$ cat src/rtl/jtdsp16_do_loop.sv
// Do-loop sequencer: turns do/redo execution into cached-body replay offsets and iteration counts.
// Optional feature macro: JTDSP16_DO_REDO_EN keeps the loop shape so a later redo can replay it.
module jtdsp16_do_loop (
    input  logic        clk,
    input  logic        rst,
    input  logic        cen,
    input  logic        do_en,
    input  logic        redo_en,
    input  logic        stall,
    input  logic [10:0] i_field,
    output logic        do_start,
    output logic        do_redo,
    output logic        do_save,
    output logic        do_short,
    output logic        do_out,
    output logic [3:0]  do_pc,
    output logic [10:0] do_data,
    output logic        do_busy,
    output logic [6:0]  debug_k
);

    typedef enum logic {IDLE, RUN} state_t;

    state_t     state_reg;
    logic [3:0] ni_reg;
    logic [6:0] kf_reg;
    logic [6:0] k_reg;
    logic [3:0] pc_reg;

    logic [3:0] field_ni;
    logic [6:0] field_k;
    logic [6:0] k_init;
    logic       do_ok;
    logic       redo_ok;
    logic       idle_go;
    logic       last_pos;

    assign field_ni = i_field[10:7];
    assign field_k  = i_field[6:0];
    // K of 0 still runs the body once
    assign k_init   = (field_k == 7'd0) ? 7'd1 : field_k;

    assign do_ok    = do_en && (field_ni != 4'd0);

`ifdef JTDSP16_DO_REDO_EN
    // do_en has priority, even when its NI would reject the entry
    assign redo_ok  = redo_en && !do_en && (ni_reg != 4'd0);
`else
    logic unused_redo;
    assign unused_redo = redo_en;
    assign redo_ok     = 1'b0;
`endif

    assign idle_go  = (state_reg == IDLE) && !stall;
    assign last_pos = (pc_reg == ni_reg - 4'd1);

    assign do_start = idle_go && (do_ok || redo_ok);
    assign do_save  = idle_go && do_ok;
    assign do_redo  = idle_go && redo_ok;
    assign do_out   = (state_reg == RUN) && last_pos && (k_reg == 7'd1) && !stall;

    assign do_short = (ni_reg == 4'd1);
    assign do_pc    = pc_reg;
    assign do_data  = {ni_reg, kf_reg};
    assign do_busy  = (state_reg == RUN);
    assign debug_k  = k_reg;

    always_ff @(posedge clk or posedge rst) begin
        if (rst) begin
            state_reg <= IDLE;
            ni_reg    <= 4'd0;
            kf_reg    <= 7'd0;
            k_reg     <= 7'd0;
            pc_reg    <= 4'd0;
        end else if (cen) begin
            case (state_reg)
                IDLE: begin
                    if (do_start) begin
                        state_reg <= RUN;
                        pc_reg    <= 4'd0;
                        k_reg     <= k_init;
                        kf_reg    <= field_k;
                        if (do_save) ni_reg <= field_ni;
                    end
                end
                RUN: begin
                    if (!stall) begin
                        if (!last_pos) begin
                            pc_reg <= pc_reg + 4'd1;
                        end else if (k_reg > 7'd1) begin
                            pc_reg <= 4'd0;
                            k_reg  <= k_reg - 7'd1;
                        end else begin
                            state_reg <= IDLE;
                            pc_reg    <= 4'd0;
                            k_reg     <= 7'd0;
`ifndef JTDSP16_DO_REDO_EN
                            ni_reg    <= 4'd0;
`endif
                        end
                    end
                end
                default: state_reg <= IDLE;
            endcase
        end
    end

endmodule

$ cat config.mk
export PLATFORM = sky130hd
export DESIGN_NAME = jtdsp16_do_loop
export DESIGN_NICKNAME = d
export VERILOG_FILES = /design/src/rtl/jtdsp16_do_loop.sv
export SDC_FILE = /design/constraint.sdc
export NUM_CORES = 1
export LEC_CHECK = 0
export ABC_AREA = 1
export CORE_MARGIN = 10
export CORE_UTILIZATION = 52
export CTS_BUF_LIST = sky130_fd_sc_hd__clkbuf_4 sky130_fd_sc_hd__clkbuf_8
export CTS_CLUSTER_DIAMETER = 150
export CTS_CLUSTER_SIZE = 28
export DETAILED_ROUTE_END_ITERATION = 16
export PLACE_DENSITY_LB_ADDON = 0.25
export SYNTH_ARGS = -nofsm -noshare
export SYNTH_HDL_FRONTEND = slang
export SYNTH_SLANG_ARGS = --single-unit
$ cat constraint.sdc
create_clock -name clk -period 5.1 [get_ports clk]
set_input_delay 0.51 -clock clk [delete_from_list [all_inputs] [get_ports clk]]
set_output_delay 0.51 -clock clk [all_outputs]
set_load 0.02 [all_outputs]
==> impl_metrics.toml, run 1 <==
[sta]
period_minus_slack_ns = 3.125
rsz0062_at_grt = "false"
drv_slew = 0
setup_slack_ns = 1.975
tightest_slew_ns = 0.8693
tns_ns = 0
period_share = 0.6127
setup_viol = 0
max-slew-margin-rel = 0.4198
fin_skew_ns = 0.003829
max_freq_ghz = 0.3200
hold_viol = 0

[route]
via_per_inst = 5.116
routed-wl-met3_um = 238
wl_um = 3549
met2_length_um = 1824
vias = 1417
drt-met1-wl_um = 1456
wl_per_cell_um = 12.81
drtAntennaViolNets = 0
highest_layer = "met4"
drt_iter0_markers = 62
drc = 0
first_pass_iters = 4

[place]
port_buffers = 42
routabilityCongestion = 0.8583
dp_slack_ns = 2.337
dp_hpwl_um = 2833
dp_cells = 273

[final_layout]
area.growth.synth_to_final_pct = 29.95
utilization = 0.6970
drive_gt1_frac = 0.04878
finalNonFillerCells = 277
layout.nets = 269
antenna_cells = 0

[setup_path]
slowest_stage = "clkdlybuf4s50_1"
critical-path-top-cell-by-count = "nand2_1"
crit_type = "reg2out"
r2r_setup_slack_ns = 3.16
crit_path_max_incr_delay_ns = 0.67
path_cells = "inv_1 > ha_1 > xor2_1 > nand2_1 > nor2_2 > nand2_1 > nor4_1 > clkdlybuf4s50_1"
end_kind = "primary output"
crit_arrival_ns = 2.61
worstPathRequired_ns = 4.59
worstSetupStartpointType = "flip-flop"
crit_fanout = 5

[logic_synthesis]
synthDistinctLibCells = 24
netlist_area_um2 = 1466
ys_ff_latch = 23
postSynthCellCount = 206
ys_seq_area_frac = 0.3925
syn_avg_cell_area_um2 = 7.118
synth_nets = 228
yosys_warnings = 0

[global_route]
antenna_found_initial = 0
grt_pass1_wl_um = 6203
grt_max_degree = 24
grt_usage = 0.1394
overflow = 0
grt_pass1_vias = 1410

[clock_tree]
clockRootBuffer = "clkbuf_4"
cts_resized = 0
cts_tree = "done"
cts_max_level = 1
path_clk_slew_ns = 0.13
clk_path_buf_depth = 2
cts_made_buffers = 3
cts_setup_buffers = 0
cts_sinks = 23
clock_latency_ns = 0.31
postCtsHoldBufs = 0

[floorplanning]
die-area_um2 = 5344
die_h_um = 73.11
start_util = 0.5364
row_count = 19
die_w_um = 73.11
core-area_um2 = 2734
pin_count = 45

[power_and_ir_drop]
finalPower_mw = 0.8468
power.leakage_nw = 0.9815
vdd_drop_max_mv = 0.3429
power.density_nw_per_um2 = 444.4

[flow_run]
maxCapViolations = 0

[worst_hold_path]
min_path_type = "reg2reg"

[outcome]
outcome = "complete, no violations"
==> power by group <==
part	leakage (nW)	switching, mW	internal, mW	total (mW)
clock network	0.0184	0.0550	0.0358	0.0908
logic	0.657	0.270	0.206	0.476
registers	0.306	0.0542	0.226	0.280
==> through the flow <==
stage / instance area, um^2 / hold WS, ns
2_1_floorplan: 1466 / 0.5119
3_3_place_gp: 1876 / 0.4535
3_5_place_dp: 1876 / 0.4570
4_1_cts: 1906 / 0.4883
5_1_grt: 1906 / 0.5101
6_report: 1906 / 0.4857
==> synthesized netlist by cell type <==
cell type / n / share of area
nand2_1: 84 / 0.22
dfrtp_1: 23 / 0.39
inv_1: 23 / 0.059
nand3_1: 16 / 0.055
o21ai_0: 11 / 0.038
nor2_1: 10 / 0.026
ha_1: 5 / 0.043
nand4_1: 5 / 0.021
xor2_1: 5 / 0.030
buf_4: 3 / 0.015
nand2_2: 3 / 0.013
o21ai_1: 3 / 0.010
buf_6: 2 / 0.015
nor3_1: 2 / 0.0068
xnor2_1: 2 / 0.012
a21oi_4: 1 / 0.011
buf_2: 1 / 0.0034
conb_1: 1 / 0.0026
inv_2: 1 / 0.0026
nor2_2: 1 / 0.0043
nor2_4: 1 / 0.0077
nor3b_1: 1 / 0.0051
nor3b_2: 1 / 0.0085
nor4_1: 1 / 0.0043
==> layout by cell type (no fill, tap or decap), drive strengths merged <==
cell type / instances
nor3: 2
xnor2: 2
o21ai: 14
ha: 5
nand2: 87
nand4: 5
clkbuf: 4
nor2: 12
nor3b: 2
conb: 1
a21oi: 1
nor4: 1
inv: 24
dfrtp: 23
nand3: 16
xor2: 5
clkdlybuf4s50: 42
==> logic make-up (layout without fill, tap and decap cells) <==
group	count (synthesis)	in the layout	share of synthesized area
xor gates and xnor gates	7	7	0.04181
and+or+nand+nor	125	125	0.3661
buffers and inverters	30	70	0.09555
other	1	1	0.002557
adders and majority gates	5	5	0.04266
AOI/OAI and AO/OA	15	15	0.05887
DFF	23	23	0.3925
==> worst paths after layout <==
path,start,endpoint,depth (start not counted)
setup / recovery,ni_reg[0],do_out,8
hold / removal,kf_reg[6],kf_reg[6],2
setup reg to reg,ni_reg[0],debug_k[5],10
hold reg to reg,kf_reg[6],kf_reg[6],2
max in group asynchronous,rst,do_pc[3],2
min in group asynchronous,rst,kf_reg[6],2
==> critical path, delay by kind of cell (launching register included) <==
family / cells / cell delay, ns
XOR/XNOR: 1 / 0.16
adder cells (fa/ha/maj): 1 / 0.31
buffers and inverters: 2 / 0.77
flip-flops: 1 / 0.45
AND/OR/NAND/NOR: 4 / 0.63
==> area by class of cell <==
class                   instances  area, um^2
fillers                       270       828.3
multi-input cells             153       750.7
flip-flops and latches         23       575.6
repair buffers                 42       420.4
inverters                      24       90.09
well taps                      31       38.79
clock buffers                   4       30.03
==> routing by layer <==
metal  vias to the layer above  global-route usage
met1                       647              0.1588
met2                        40              0.2445
met3                         6             0.04218
li1                        724                   -
met5                         -                   0
met4                         0             0.03586
(Power assumes the default switching activity.)
==> run 2, diff against run 1 <==
Settings changed: CORE_UTILIZATION 52 to 48.
Clock period 5.1 ns to 3.05 ns, I/O delays scaled along.
==> run 2 against run 1 <==
Net effect: sequential share of layout area stayed put; count of clock-buffer cells in the layout is 1 lower; first-iteration DRC count is 16% higher; via count is 1.6% lower; sequential power is 67% higher; worst hold slack worse by 0.032 ns; clock power is 57% higher; cell count stayed put; largest power group unchanged.
==> impl_metrics.toml, run 2 (synthesis results as in run 1) <==
[sta]
max_freq_ghz = 0.3994
tns_ns = 0
drv_slew = 0
setup_slack_ns = 0.5462
tightest_slew_ns = 0.8848
period_minus_slack_ns = 2.504
fin_skew_ns = 0.005558
rsz0062_at_grt = "false"
period_share = 0.8209
hold_viol = 0
max-slew-margin-rel = 0.4095
hold-worst-slack_ns = 0.4539
setup_viol = 0

[route]
drtAntennaViolNets = 0
via_per_inst = 5.032
drc = 0
first_pass_iters = 4
wl_um = 3695
wl_per_cell_um = 13.34
vias = 1394
drt_iter0_markers = 72

[setup_path]
slowest_stage = "dfrtp_1"
path_delay_family = "simple AND/OR/NAND/NOR gates"
worstPathRequired_ns = 2.74
path_cells = "inv_1 > ha_1 > xor2_1 > nand2_1 > nor2_2 > nand2_1 > nor4_1 > dlymetal6s2s_1"
end_kind = "primary output"
crit_arrival_ns = 2.20
critical-path-top-cell-by-count = "nand2_1"
crit_fanout = 5
crit_type = "reg2out"
crit_path_max_incr_delay_ns = 0.44
worstSetupStartpointType = "flip-flop"
worst-path-buf-inv = 2

[global_route]
antenna_found_initial = 0
grt_max_degree = 24
grt_pass1_wl_um = 6051
grt_usage = 0.1359
overflow = 0
grt_pass1_vias = 1357

[power_and_ir_drop]
power.density_nw_per_um2 = 741.0
vdd_drop_max_mv = 0.4176
power.leakage_nw = 0.9996
finalPower_mw = 1.412

[floorplanning]
core-area_um2 = 2829
die_h_um = 75.27
die_w_um = 75.27
die-area_um2 = 5666
start_util = 0.5184
pin_count = 45
row_count = 19

[final_layout]
final_common_cell = "nand2_1"
antenna_cells = 0
final_area_um2 = 1906
most-common-layout-cells = "84 x nand2_1, 41 x clkdlybuf4s50_1, 23 x inv_1, 23 x dfrtp_1, 16 x nand3_1"
nFillCells = 263
layout.nets = 269
multi_input_area_um2 = 750.7
area.growth.synth_to_final_pct = 29.95
utilization = 0.6736
drive_gt1_frac = 0.04878
final-seq-area_um2 = 575.6
finalNonFillerCells = 277

[clock_tree]
cts_sinks = 23
clk_path_buf_depth = 2
clock_latency_ns = 0.32
cts_tree = "done"
path_clk_slew_ns = 0.13
cts_max_level = 1
cts_made_buffers = 3
clockRootBuffer = "clkbuf_4"
cts_setup_buffers = 0

[flow_run]
maxCapViolations = 0

[place]
routabilityCongestion = 0.8224
port_buffers = 42
dp_slack_ns = 0.5148
dp_cells = 273
dp_hpwl_um = 2953
placed_cell_area_um2 = 1876

[worst_hold_path]
min_path_type = "in2async"

[outcome]
outcome = "complete, no violations"
==> run 2: cell count changes in the layout (fill, tap and decap cells not counted) <==
cell / previous run / this run
clkbuf_4: 4 / 3
clkdlybuf4s50_1: 42 / 41
clkinv_2: 0 / 1
dlymetal6s2s_1: 0 / 1
==> run 2: layout make-up <==
| type | count | area share |
|---|---|---|
| timing repair buffer | 42 | 0.2219 |
| multi-input combinational | 153 | 0.3940 |
| sequential | 23 | 0.3020 |
| clock inverter | 1 | 0.002626 |
| inverter | 24 | 0.04728 |
| tap | 31 | 0.02035 |
| clock buffer | 3 | 0.01182 |
==> run 2: what timing repair did <==
| action | CTS | global route |
|---|---|---|
| endpoints found under the setup margin | 0 | 1 |
| hold buffers | 0 | 0 |
| endpoints found under the hold margin | 0 | 0 |
| resized for setup | 0 | 1 |
==> run 2: worst reg2reg max path: cells and delay by family (launching register included) <==
kind,cells,cell delay [ns]
AND/OR/NAND/NOR,7,0.83
flip-flops,1,0.44
adder cells (fa/ha/maj),1,0.31
XOR/XNOR,1,0.17
buffers and inverters,1,0.09
==> run 2: where the power goes <==
group | leakage (nW) | switching [mW] | internal (mW)
sequential | 0.306 | 0.0885 | 0.378
combinational | 0.676 | 0.458 | 0.344
clock | 0.0177 | 0.0943 | 0.0491
==> run 2: worst paths after layout <==
path / slack [ns] / depth (start not counted) / from / to
max in group asynchronous: 2.05 / 2 / rst / do_pc[0]
worst max register to register: 1.12 / 10 / ni_reg[0] / debug_k[6]
worst min register to register: 0.49 / 2 / kf_reg[5] / kf_reg[5]
worst min-delay path: 0.45 / 2 / rst / kf_reg[6]
min in group clk: 0.49 / 2 / kf_reg[5] / kf_reg[5]
worst max-delay path: 0.55 / 8 / ni_reg[0] / do_out
==> run 2: metal layers <==
layer  vias to the layer above  track usage  wire length (um)
met5                         -            0                 0
met4                         0      0.05567                59
met3                         7      0.03548               210
met2                        28       0.2352              1834
met1                       637       0.1558              1589
li1                        722            -                 -
==> run 3, diff against run 2 <==
Settings changed: CORE_UTILIZATION 48 to 44.
Clock period 3.05 ns to 2 ns, I/O delays scaled along.
==> run 3 against run 2 <==
Net effect: the run now ends with negative setup slack left; critical path depth rose by 3; count of clock-buffer cells in the layout rose by 1; core utilization rose by 0.36 points; clock power rose by 62%; sequential share of layout area fell by 3.0 points; combinational power rose by 81%; sequential power rose by 43%; setup slack got worse by 0.56 ns; clock skew rose by 0.0046 ns; cell area rose by 11%; largest cell class unchanged.
==> impl_metrics.toml, run 3 (synthesis results as in run 1) <==
[setup_path]
worstPathRequired_ns = 1.80
critical-path-top-cell-by-count = "nand2_1"
slowest_stage = "dfrtp_1"
crit_arrival_ns = 1.81
worstSetupStartpointType = "flip-flop"
r2r_setup_slack_ns = 0.30
r2r_start = "ni_reg[1]"
end_kind = "primary output"
path_delay_family = "simple AND/OR/NAND/NOR gates"
worstReg2RegEnd = "debug_k[0]"
crit_type = "reg2out"
worst-path-buf-inv = 3
crit_start = "ni_reg[1]"
path_cells = "inv_2 > ha_4 > inv_2 > nand2_2 > nand2_1 > nand2_1 > nand2_1 > nor2_2 > nand2_2 > nor4_2 > buf_4"
crit_path_max_incr_delay_ns = 0.41
reg2reg_depth = 14
crit_fanout = 3

[sta]
period_minus_slack_ns = 2.013
drv_slew = 0
setup_viol = 1
rsz0062_at_grt = "true"
max_freq_ghz = 0.4968
setup_slack_ns = -0.01271
tns_ns = -0.01271
period_share = 1.006
hold_viol = 0
fin_skew_ns = 0.01019
hold-worst-slack_ns = 0.2110

[clock_tree]
cts_max_level = 1
clock_latency_ns = 0.31
path_clk_slew_ns = 0.13
cts_made_buffers = 3
cts_sinks = 23
clk_path_buf_depth = 2
clockRootBuffer = "clkbuf_4"
cts_tree = "done"

[floorplanning]
die_w_um = 77.73
pin_count = 45
die-area_um2 = 6042
core-area_um2 = 3128
row_count = 20
start_util = 0.4688
die_h_um = 77.73

[power_and_ir_drop]
power_frac_comb = 0.617
power.leakage_nw = 1.118
power.density_nw_per_um2 = 1112
vdd_drop_max_mv = 0.6578
intPower_mw = 1.333
switchingPower_mw = 1.022
finalPower_mw = 2.355
clkPwrFrac = 0.098
swShare = 0.4339
p_seq_frac = 0.285

[global_route]
grt_usage = 0.1245
grt_pass1_wl_um = 6437
overflow = 0
grt_pass1_vias = 1450
grt_max_degree = 24
antenna_found_initial = 0

[route]
drc = 0
via_per_inst = 4.661
wl_um = 3795
first_pass_iters = 4
drt_iter0_markers = 45
drtAntennaViolNets = 0
wl_per_cell_um = 12.12
vias = 1459

[flow_run]
maxCapViolations = 0

[final_layout]
layout.nets = 292
final_area_um2 = 2118
final_common_cell = "nand2_1"
drive_gt1_frac = 0.1599
area.growth.synth_to_final_pct = 44.45
antenna_cells = 0
most-common-layout-cells = "82 x nand2_1, 40 x clkdlybuf4s50_1, 24 x buf_4"

[place]
placed_cell_area_um2 = 2063
routabilityCongestion = 0.8499
dp_hpwl_um = 3054
port_buffers = 42
dp_slack_ns = -0.1292

[outcome]
violations = "negative setup slack"
outcome = "complete, but fails checks"

[worst_hold_path]
min_path_type = "in2async"
[run 3: cell types whose count changed in the layout (fill, tap and decap cells not counted), moves of 2 or more]
cell     previous run  this run
buf_4               0        24
inv_2               1         4
nand2_2             3         5
inv_1              23        20
nand2_1            84        82
[run 3: how the worst max path moves through the flow]
stage,end,depth (start not counted)
2_1_floorplan,do_out,7
3_3_place_gp,do_out,8
3_5_place_dp,do_out,8
4_1_cts,do_out,8
5_1_grt,do_out,11
6_report,do_out,11
[run 3: power by group through the flow]
| stage | combinational [mW] | clock, mW | sequential, mW |
|---|---|---|---|
| 6_report | 1.45 | 0.231 | 0.670 |
| 5_1_grt | 1.63 | 0.254 | 0.690 |
| 4_1_cts | 1.43 | 0.237 | 0.670 |
| 3_5_place_dp | 1.41 | 0 | 0.678 |
| 3_3_place_gp | 1.39 | 0 | 0.675 |
| 2_1_floorplan | 0.677 | 0 | 0.837 |
[run 3: tightest hold or removal path, delay by kind of cell]
kind                   cells  cell delay (ns)
buffers and inverters      3             0.73
[run 3: per-stage QoR]
step / cells / utilization
3_3_place_gp: 308 / 0.6596
4_1_cts: 312 / 0.6684
6_report: 313 / 0.6772
5_1_grt: 313 / 0.6772
2_1_floorplan: 206 / -
3_5_place_dp: 308 / 0.6596
[run 3: cell type report]
class | count | area (um^2)
Multi-Input combinational cell | 153 | 774.5
Fill cell | 282 | 1010
Inverter | 24 | 90.09
Timing Repair Buffer | 65 | 593.1
Sequential cell | 23 | 575.6
Clock buffer | 4 | 30.03
Tap cell | 44 | 55.05
[run 3: repair_timing]
action                                  in CTS  in global routing
endpoints found under the setup margin       1                  2
hold buffers                                 0                  0
pin swaps                                    0                  6
hold endpoints to repair                     0                  0
resized for setup                            7                  7
buffers inserted                             0                  1
[run 3: per-layer routing]
metal | global-route usage | part of all wire
met1 | 0.1450 | 0.42
met4 | 0.02920 | 0.0045
met2 | 0.2139 | 0.50
met5 | 0 | 0
met3 | 0.04263 | 0.072
==> RTL change (config.mk and constraints of run 2) <==
Make the reset (`rst`) synchronous in one clocked block.
--- a/src/rtl/jtdsp16_do_loop.sv
+++ b/src/rtl/jtdsp16_do_loop.sv
@@ -66,5 +66,5 @@
     assign debug_k  = k_reg;
 
-    always_ff @(posedge clk or posedge rst) begin
+    always_ff @(posedge clk) begin
         if (rst) begin
             state_reg <= IDLE;
Function: differs if rst is asserted again (counterexample within 4 cycles, from zero or initial values and one cycle with rst high); with rst held inactive, the same outputs for 10 cycles.
==> RTL change against run 2 <==
Fmax is 8.3% lower; setup slack worse by 230 ps; cell area is 2.5% lower; synthesized area is 3.8% lower; global-route usage is 0.84 points lower; wire length is 7.9% lower; sequential cell count stayed put; critical path type unchanged; largest cell class unchanged.
Power is not compared: it rests on default switching activity, and its combinational part moved more than twofold at a synthesized area within 25%.
==> RTL change: results <==
set metrics [dict create \
    status "finished clean" \
    synthTopCellsByArea "dfxtp_1 33%, nand2_1 15%, nor2_1 8.5%, inv_1 6.1%, a21oi_1 5.0%" \
    period_share 0.895 \
    reg2reg_depth 5 \
    synth_compound_area_frac 0.133 \
    synthDistinctLibCells 27 \
    ys.flop_type "dfxtp_1" \
    track_usage 0.127 \
    hold_path.class "register to register" \
    dp_slack_ps 715 \
    fin_nets 276 \
    gp_congestion 0.836 \
    fillers 254 \
    finalClockSkew_ps 1.03 \
    synth_fp_nets 235 \
    grt_pass1_vias 1347 \
    arrival_ps 2420 \
    synth_xor_xnor_area_share 0.0559 \
    worst_slew_pin_slew_ps 504 \
    async_flop_share 0 \
    synth_fa_ha_area_frac 0.0443 \
    dp_hpwl_mm 2.68 \
    grt_max_degree 16 \
    synthTopCellsByCount "56 x nand2_1, 32 x nor2_1, 23 x dfxtp_1, 23 x inv_1, 14 x a21oi_1" \
    grt_pass1_wl_mm 5.73 \
    vias_per_cell 4.87 \
]
## RTL change: changes by cell type in the layout (fill, tap and decap cells not counted), sizes merged, moves of 2 or more
cell,before,now
a21oi,1,15
dfrtp,23,0
dfxtp,0,23
nand2,87,62
nand3,16,10
nand4,5,1
nor2,12,34
nor3,2,0
o21ai,14,16
xor2,5,8
## RTL change: layout make-up
type                    instances  area (um2)  area share
inverters                      25        93.8      0.0505
clock inverters                 1        5.00     0.00269
repair buffers                 43         428       0.230
multi-input cells             158         810       0.436
clock buffers                   3        22.5      0.0121
well taps                      31        38.8      0.0209
flip-flops and latches         23         460       0.248
## RTL change: kinds of logic (layout without fill, tap and decap cells)
logic type,count (synthesis),after routing
adder cells (fa/ha/maj),5,5
flip-flops,23,23
other,1,1
AND/OR/NAND/NOR,110,110
buffers and inverters,32,72
AO/OA/AOI/OAI,33,33
XOR/XNOR,9,9
## RTL change: power groups by stage
stage	Sequential (mW)	Combinational [mW]	Clock, mW
after CTS	0.357	0.332	0.152
after floorplan	0.380	0.210	0
after global routing	0.361	0.374	0.158
after global placement	0.363	0.327	0
final	0.357	0.331	0.147
after detailed placement	0.363	0.330	0
## RTL change: per-stage QoR
step | utilization | std cells | hold WS (ps) | area [um2] | power (mW)
2_1_floorplan | - | 213 | 374 | 1410 | 0.590
3_3_place_gp | 0.658 | 280 | 467 | 1830 | 0.690
3_5_place_dp | 0.658 | 280 | 472 | 1830 | 0.693
4_1_cts | 0.668 | 284 | 491 | 1860 | 0.840
5_1_grt | 0.668 | 284 | 519 | 1860 | 0.893
6_report | 0.668 | 284 | 489 | 1860 | 0.835
## RTL change: worst max-delay path, cell delays in order (launching register included)
cell and delay (ps):
dfxtp_1 430, inv_1 100, ha_1 310, xor2_1 130, nand2_1 70, nor2_2 110
nand2_2 70, nor4_1 200, clkdlybuf4s50_1 690
## RTL change: final timing paths
| kind | start | to |
|---|---|---|
| setup / recovery | ni_reg[0]$_SDFFE_PP0P_ | do_out |
| hold / removal | ni_reg[1]$_SDFFE_PP0P_ | ni_reg[1]$_SDFFE_PP0P_ |
| setup reg to reg | do_busy$_SDFFE_PP0P_ | debug_k[3]$_SDFFE_PP0P_ |
| hold reg to reg | ni_reg[1]$_SDFFE_PP0P_ | ni_reg[1]$_SDFFE_PP0P_ |
## RTL change: layer usage
layer / up-vias / global-route usage / wire (um)
li1: 746 / - / -
met1: 598 / 0.156 / 1590
met2: 35 / 0.203 / 1470
met3: 5 / 0.0465 / 299
met4: 0 / 0.0427 / 43
met5: - / 0 / 0
